<file path="src/rtl/exmem_pipe.sv">
// exmem_pipe: dual-lane EX->MEM pipeline register with multiply-wait control.
//
// Captures each lane's result, store data, destination register and control bits
// from the execute stage. While a multi-cycle multiply in either lane is still
// pending, the front end is stalled and bubbles are fed into MEM. Both lanes
// always advance together. A watchdog forces release after TIMEOUT cycles.
//
// Ports:
//   clk_i, resetn_i         clock, synchronous active-low reset
//   flushm_i                load bubbles into both lanes, abort any multiply wait
//   *e_i / *e2_i            lane1 / lane2 execute-stage inputs
//   multsele*_i             execute op in that lane is a multiply
//   multready*_i            multiplier result valid this cycle in that lane
//   *m_o / *m2_o            registered lane1 / lane2 MEM-stage copies
//   stallmult_o             combinational freeze of PC/IF/ID/ID-EX this cycle
//   multtimeout_o           sticky watchdog flag, cleared only by reset
module exmem_pipe #(
    parameter int unsigned WIDTH   = 32,
    parameter int unsigned TIMEOUT = 64
) (
    input  logic             clk_i,
    input  logic             resetn_i,
    input  logic             flushm_i,
    input  logic             regwritee_i,
    input  logic             memtorege_i,
    input  logic             memwritee_i,
    input  logic [WIDTH-1:0] solutione_i,
    input  logic [WIDTH-1:0] writedatae_i,
    input  logic [4:0]       writerege_i,
    input  logic             multsele_i,
    input  logic             multready_i,
    input  logic             regwritee2_i,
    input  logic             memtorege2_i,
    input  logic             memwritee2_i,
    input  logic [WIDTH-1:0] solutione2_i,
    input  logic [WIDTH-1:0] writedatae2_i,
    input  logic [4:0]       writerege2_i,
    input  logic             multsele2_i,
    input  logic             multready2_i,
    output logic             regwritem_o,
    output logic             memtoregm_o,
    output logic             memwritem_o,
    output logic [WIDTH-1:0] aluoutm_o,
    output logic [WIDTH-1:0] writedatam_o,
    output logic [4:0]       writeregm_o,
    output logic             regwritem2_o,
    output logic             memtoregm2_o,
    output logic             memwritem2_o,
    output logic [WIDTH-1:0] aluoutm2_o,
    output logic [WIDTH-1:0] writedatam2_o,
    output logic [4:0]       writeregm2_o,
    output logic             stallmult_o,
    output logic             multtimeout_o
);

    localparam int unsigned CntW = $clog2(TIMEOUT + 1);

    typedef enum logic [0:0] {StIdle, StMwait} state_e;

    typedef struct packed {
        logic             regwrite;
        logic             memtoreg;
        logic             memwrite;
        logic [WIDTH-1:0] alu;
        logic [WIDTH-1:0] wdata;
        logic [4:0]       wreg;
    } lane_t;

    state_e          state_q, state_d;
    logic [CntW-1:0] count_q, count_d;
    logic            rdy1_q, rdy1_d;
    logic            rdy2_q, rdy2_d;
    logic            timeout_q, timeout_d;
    lane_t           lane1_q, lane1_d;
    lane_t           lane2_q, lane2_d;
    logic            need1, need2;
    logic            load_ex;

    // A lane still needs to wait only if its product has never been seen valid.
    assign need1 = multsele_i & ~(rdy1_q | multready_i);
    assign need2 = multsele2_i & ~(rdy2_q | multready2_i);

    always_comb begin
        state_d     = state_q;
        count_d     = count_q;
        rdy1_d      = rdy1_q;
        rdy2_d      = rdy2_q;
        timeout_d   = timeout_q;
        stallmult_o = 1'b0;
        load_ex     = 1'b0;

        if (flushm_i) begin
            state_d = StIdle;
            count_d = '0;
            rdy1_d  = 1'b0;
            rdy2_d  = 1'b0;
        end else begin
            unique case (state_q)
                StIdle: begin
                    if (need1 | need2) begin
                        stallmult_o = 1'b1;
                        state_d     = StMwait;
                        count_d     = CntW'(1);
                        rdy1_d      = multready_i;
                        rdy2_d      = multready2_i;
                    end else begin
                        load_ex = 1'b1;
                    end
                end
                StMwait: begin
                    rdy1_d  = rdy1_q | multready_i;
                    rdy2_d  = rdy2_q | multready2_i;
                    count_d = count_q + CntW'(1);
                    if (!(need1 | need2) || count_q >= CntW'(TIMEOUT)) begin
                        // Timeout releases whatever is on the EX bus, possibly stale.
                        load_ex = 1'b1;
                        state_d = StIdle;
                        count_d = '0;
                        rdy1_d  = 1'b0;
                        rdy2_d  = 1'b0;
                        if (need1 | need2) begin
                            timeout_d = 1'b1;
                        end
                    end else begin
                        stallmult_o = 1'b1;
                    end
                end
                default: begin
                    state_d = StIdle;
                end
            endcase
        end
    end

    // Anything other than a clean load is a bubble: all fields zero.
    always_comb begin
        lane1_d = '0;
        lane2_d = '0;
        if (load_ex) begin
            lane1_d = '{regwrite: regwritee_i, memtoreg: memtorege_i, memwrite: memwritee_i,
                        alu: solutione_i, wdata: writedatae_i, wreg: writerege_i};
            lane2_d = '{regwrite: regwritee2_i, memtoreg: memtorege2_i, memwrite: memwritee2_i,
                        alu: solutione2_i, wdata: writedatae2_i, wreg: writerege2_i};
        end
    end

    always_ff @(posedge clk_i) begin
        if (!resetn_i) begin
            state_q   <= StIdle;
            count_q   <= '0;
            rdy1_q    <= 1'b0;
            rdy2_q    <= 1'b0;
            timeout_q <= 1'b0;
            lane1_q   <= '0;
            lane2_q   <= '0;
        end else begin
            state_q   <= state_d;
            count_q   <= count_d;
            rdy1_q    <= rdy1_d;
            rdy2_q    <= rdy2_d;
            timeout_q <= timeout_d;
            lane1_q   <= lane1_d;
            lane2_q   <= lane2_d;
        end
    end

    assign regwritem_o   = lane1_q.regwrite;
    assign memtoregm_o   = lane1_q.memtoreg;
    assign memwritem_o   = lane1_q.memwrite;
    assign aluoutm_o     = lane1_q.alu;
    assign writedatam_o  = lane1_q.wdata;
    assign writeregm_o   = lane1_q.wreg;
    assign regwritem2_o  = lane2_q.regwrite;
    assign memtoregm2_o  = lane2_q.memtoreg;
    assign memwritem2_o  = lane2_q.memwrite;
    assign aluoutm2_o    = lane2_q.alu;
    assign writedatam2_o = lane2_q.wdata;
    assign writeregm2_o  = lane2_q.wreg;
    assign multtimeout_o = timeout_q;

endmodule
</file>
<file path="config.mk">
export PLATFORM = sky130hd
export DESIGN_NAME = exmem_pipe
export DESIGN_NICKNAME = d
export VERILOG_FILES = /design/src/rtl/exmem_pipe.sv
export SDC_FILE = /design/constraint.sdc
export NUM_CORES = 1
export LEC_CHECK = 0
export ABC_AREA = 0
export CAP_MARGIN = 5
export CORE_UTILIZATION = 35
export DETAILED_ROUTE_END_ITERATION = 7
export PLACE_DENSITY_LB_ADDON = 0.25
export SLEW_MARGIN = 20
export SYNTH_ARGS = -nofsm -noshare
export SYNTH_HDL_FRONTEND = slang
export SYNTH_SLANG_ARGS = --single-unit
</file>
<file path="constraint.sdc">
create_clock -name clk_i -period 3.1 [get_ports clk_i]
set_clock_uncertainty 0.15 [all_clocks]
set_input_delay 0.93 -clock clk_i [delete_from_list [all_inputs] [get_ports clk_i]]
set_output_delay 0.93 -clock clk_i [all_outputs]
set_load 0.05 [all_outputs]
</file>
---- Word level (Yosys, flattened, before mapping) ----
Index checks and enable logic that the tools add are counted.
storage, ports and cells
  register bits after elaboration ......... 155
  logic and storage cells ................. 52
  latch bits .............................. 0
  bits in writable memories ............... 0
  memories kept ........................... 0
  memory bits (read-only) ................. 0
  output and inout bits ................... 146
  input port bits ......................... 151
operators by class
  add/sub/neg operators ................... 1
  magnitude comparators ................... 1
  divide/modulo/power cells ............... 0
  shift-type cells ........................ 0
  reduce and logical (&&, ||, !) cells .... 5
  multiplexer cells ....................... 17
  multipliers ............................. 0
  equal/unequal tests ..................... 1
  bitwise operators ....................... 10
operators with widths
  operator               count
  $mux W7                2
  $pmux W7 S2            1
  $mux W1                10
  $pmux W1 S2            4
  $add A7 B1 Y7 const B  1
  $ge A7 B7 Y1 const B   1
  $not A1 Y1             5
  $reduce_and A4 Y1      1
  $or A1 B1 Y1           3
  $and A1 B1 Y1          2
  $ne A2 B2 Y1 const B   1
  $reduce_and A2 Y1      1
  $reduce_or A2 Y1       1
  $logic_not A1 Y1       1
  $logic_or A1 B1 Y1     1

---- Depth between registers and ports, before layout ----
  word-level depth ........................ 10
  depth in mapped cells ................... 6
  gate-level depth less buffers ........... 5

---- Worst setup path before layout ----
OpenSTA, ideal clock, no wires.
  path kind ............................... input -> output
  start point ............................. input multsele_i
  end point ............................... output stallmult_o
  required time ........................... 2,020 ps
  setup slack ............................. -67 ps
  buffers on the path ..................... 0
  data arrival time ....................... 2,087 ps
  cell stages on the path ................. 4
  cells stage by stage .................... nor3b_4 > or2_4 > nand2_1 > nor2_1
between the ends
  longest elaborated chain between the ends .. 7
  elaborated cells between the ends (all ways) .. 8
  classes of those cells .................. 4 x mux; 2 x bitwise; 2 x reduce/logical
RTL lines
  item                RTL line  text
  start: declaration  30        input logic multsele_i,
  $and A1 B1 Y1 (*)   80        assign need1 = multsele_i & ~(rdy1_q | multready_i);
  $or A1 B1 Y1 (*)    100, 114
  $logic_not A1 Y1    114       if (!(need1 | need2) || count_q >= CntW'(TIMEOUT)) begin
  $logic_or A1 B1 Y1  114
  $mux W1             114
  $pmux W1 S2 (*)     98        unique case (state_q)
  $mux W1 (*)         --
  end: declaration    52        output logic stallmult_o,
Mark *: on every way between the ends. The rest lies on a longest branch, timed or not.

---- Final worst setup path ----
  start point ............................. input multready2_i
  end point ............................... output stallmult_o
between the ends
  longest elaborated chain between the ends .. 9
  elaborated cells between the ends (all ways) .. 10
  classes of those cells .................. 4 x mux; 4 x bitwise; 2 x reduce/logical
RTL lines
  item                RTL line  text
  start: declaration  39        input logic multready2_i,
  $or A1 B1 Y1 (*)    81        assign need2 = multsele2_i & ~(rdy2_q | multready2_i);
  $not A1 Y1 (*)      81
  $and A1 B1 Y1 (*)   81
  $or A1 B1 Y1 (*)    100, 114
  $logic_not A1 Y1    114
  $logic_or A1 B1 Y1  114
  $mux W1             114
  $pmux W1 S2 (*)     98
  $mux W1 (*)         --
Marks and branches as above.

==> metrics <==
Die ar. about 0.013 sq mm; sequential-to-total area share from yosys stat a little under 70%; CP max-delay cell dlygate4sd2_1; unrepaired setup endpoints after global routing no; Die Ht between 100 and 150 um; Worst-path clk slew ~60 ps; Worst Tran Pin Value 597.8 ps; Worst EP arrival around 1900 ps; synthesized area per cell between 10 and 15 sq um; routed length per instance approximately 14 um; Synth Register Bits roughly 160; Initial Utilization between 30 and 40%; clk sinks between 150 and 200; placed cell area 0.007630 sq mm; peak per-stage delay on the critical path around 250 ps; Routed WL about 12000 um; via count 3544; PwrDens between 500 and 600 mW/mm^2; TritonRoute pass-1 iters 4; global-route wire length before repair 17080 um; Min Hold Slack around 350 ps; DP HPWL around 9000 um; GPL Wtd Cong 0.7397; core area about 0.013 sq mm; Fin. Hold Viols 0; Final Util 65.15%; Worst R2R End writedatam_o[17]$_SDFF_PN0_; CP top delay family simple AND/OR/NAND/NOR gates; All-Layer GR Usage between 15 and 20%; fin crit period roughly 3000 ps; synth warn 0; Post-synth EDFFs 0; Period Utilization, post-route between 90% and 100%; die width about 120 um; Post-Syn Area ~0.0045 sq mm; Hold Path Class reg -> reg; largest net degree at the start of global routing 116; H-tree depth 4; Simple-Gate Fraction of Synth Area between 20% and 30%; nets 822; Via density ~4.1; DR DRC count 0; Post-synth ARST share 0%; Startpoint Class input pin; syn_nets between 500 and 600; Min-Delay Path Depth 2; fin worst setup slack 111.8 ps; Port Buffers slightly below 300; FF-to-FF path depth 7; io pins between 200 and 300; worst path required time 2020 ps; CTS tree yes; status complete, no violations; max_cap viols 0; Tot Pwr 4.648 mW; kind of critical path in -> out; # setup viols final 0; fill count roughly 1000; Place WS -101.4 ps; RR Startpoint rdy1_q$_SDFFE_PP0P_; Hold Crit Start count_q[6]$_SDFFE_PP0P_; initial antenna violation count 0; Final ANT Viol Nets 0; multiplexer area fraction after synthesis 0.2210%; Post-Synth Adder-Cell Area less than 1%; clock latency on the worst-skew pair 410 ps; Synth Area in Compound Gates 2.348%; Area growth, synth to finish 81.52%; share of layout cells above drive strength 1 14.22%; grt ovf 0; Crit. End Element output pin; # rows between 40 and 50; max frequency approximately 330 MHz; Max-slew headroom roughly 60%; Synth Flop Type dfxtp_1; Pleak about 3.2 nW; largest family of logic cells by synthesized area simple AND/OR/NAND/NOR gates; CP max FO 2; Ant. Diodes 0; WHS Endpoint count_q[6]$_SDFFE_PP0P_; synth unique cells 30; FF-to-FF setup slack 1190 ps; final instance area 0.008222 sq mm; vias in the first global route between 3000 and 4000; post-synthesis cell count 362; crit-path cells dlygate4sd2_1 > nor3b_2 > or2_4 > nand2_4 > nor2_4 > buf_12; CTS max path bufs 2; Slew Viols, Final 0; Buf/Inv on CP 2; drt initial violations about 110; Max IR drop VDD 0.3198 mV; clk root buf clkbuf_16; Synth Area in XOR/XNOR less than 1%; CTS Buf Count 17
## registers in the layout, indices dropped and copies added, names as in the netlist, 5 cells and up
register and count:
aluoutm_o 32, writedatam_o 32, count_q 7, writeregm2_o 5, aluoutm2_o 32, writeregm_o 5, writedatam2_o 32
## stage by stage
stage	instances	TNS, ps
floorplan	362	0
global placement	820	-74.83
detailed placement	820	-101.4
CTS	854	0
global route	854	0
finish	854	0
## placed cells by master (no fill, tap or decap)
cell             count
clkdlybuf4s50_1    291
dfxtp_1            155
and2_1              96
and2_2              48
clkbuf_16           17
buf_4                8
nor2_1               7
nand3_1              5
clkinv_2             5
a22oi_1              4
dlygate4sd2_1        4
nand2_1              3
o21ai_0              3
a21oi_1              3
clkinvlp_4           3
clkbuf_8             3
nor2b_1              2
xor2_1               2
xnor2_1              2
buf_12               2
nor3b_4              1
nor3b_2              1
or2_4                1
nand2_4              1
nor2_4               1
or2b_1               1
a21oi_4              1
nor3_1               1
nand2b_1             1
o21ba_2              1
o311a_2              1
and3_1               1
nand4_1              1
mux2i_1              1
a32oi_1              1
ha_1                 1
clkinv_4             1
inv_6                1
bufinv_16            1
## worst max-delay path by stage
| stage | from | endpoint | slack [ps] | depth (start not counted) |
|---|---|---|---|---|
| after global routing | multready2_i | stallmult_o | 40 | 6 |
| after detailed placement | multready_i | stallmult_o | -100 | 6 |
| after floorplan | multsele_i | stallmult_o | 150 | 4 |
| after global placement | multready_i | stallmult_o | -70 | 6 |
| final | multready2_i | stallmult_o | 110 | 6 |
| after CTS | multready2_i | stallmult_o | 140 | 6 |
## cells in the mapped netlist, types with 2 or more instances
cell type  instances  area, sq um
nor2b_1            2        12.51
clkbuf_1           8        30.03
o21ai_0            3        15.01
xor2_1             2        17.52
and2_2            48        360.4
nand3_1            5        25.02
a22oi_1            4        30.03
dfxtp_1          155         3103
a21oi_1            3        15.01
buf_8              6        90.09
and2_1            96        600.6
nor2_1             8        30.03
nand2_1            4        15.01
xnor2_1            2        17.52
## layer usage
metal	global-route usage [%]	up-vias	part of all wire (%)
met5	0	-	0
met1	15.28	1605	32
li1	-	1736	-
met3	11.98	11	16
met2	30.32	192	51
met4	7.949	0	1.3
## worst reg2reg max path, stage by stage, from the launching register on
cell and delay, ps:
dfxtp_1 380, nor3b_4 60, or2_4 240, buf_4 130, buf_4 140, a21oi_4 150, buf_12 280, and2_1 310
## report_power, final
part | switching (mW) | total, mW | internal [mW]
logic | 0.323 | 0.639 | 0.317
clock network | 0.775 | 1.93 | 1.16
registers | 0.0180 | 2.08 | 2.06
## cell families (layout without fill, tap and decap cells)
group,count (synthesis),in the layout
XOR/XNOR,4,4
AO/OA/AOI/OAI,14,14
adder cells (fa/ha/maj),1,1
buffers and inverters,16,336
flip-flops,155,155
AND/OR/NAND/NOR,171,171
multiplexers,1,1
## timing repair
| item | CTS | global route |
|---|---|---|
| setup endpoints to repair | 1 | 0 |
| resized for setup | 7 | 0 |
| setup buffers | 3 | 0 |
| hold buffers | 0 | 0 |
## cell type report
type	count	area (sq um)	area share, %
multi-input combinational	191	1294	15.74
tap	172	215.2	2.618
clock inverter	11	95.09	1.157
sequential	155	3103	37.74
timing repair buffer	305	3048	37.07
clock buffer	20	466.7	5.676
(Power assumes the default switching activity.)
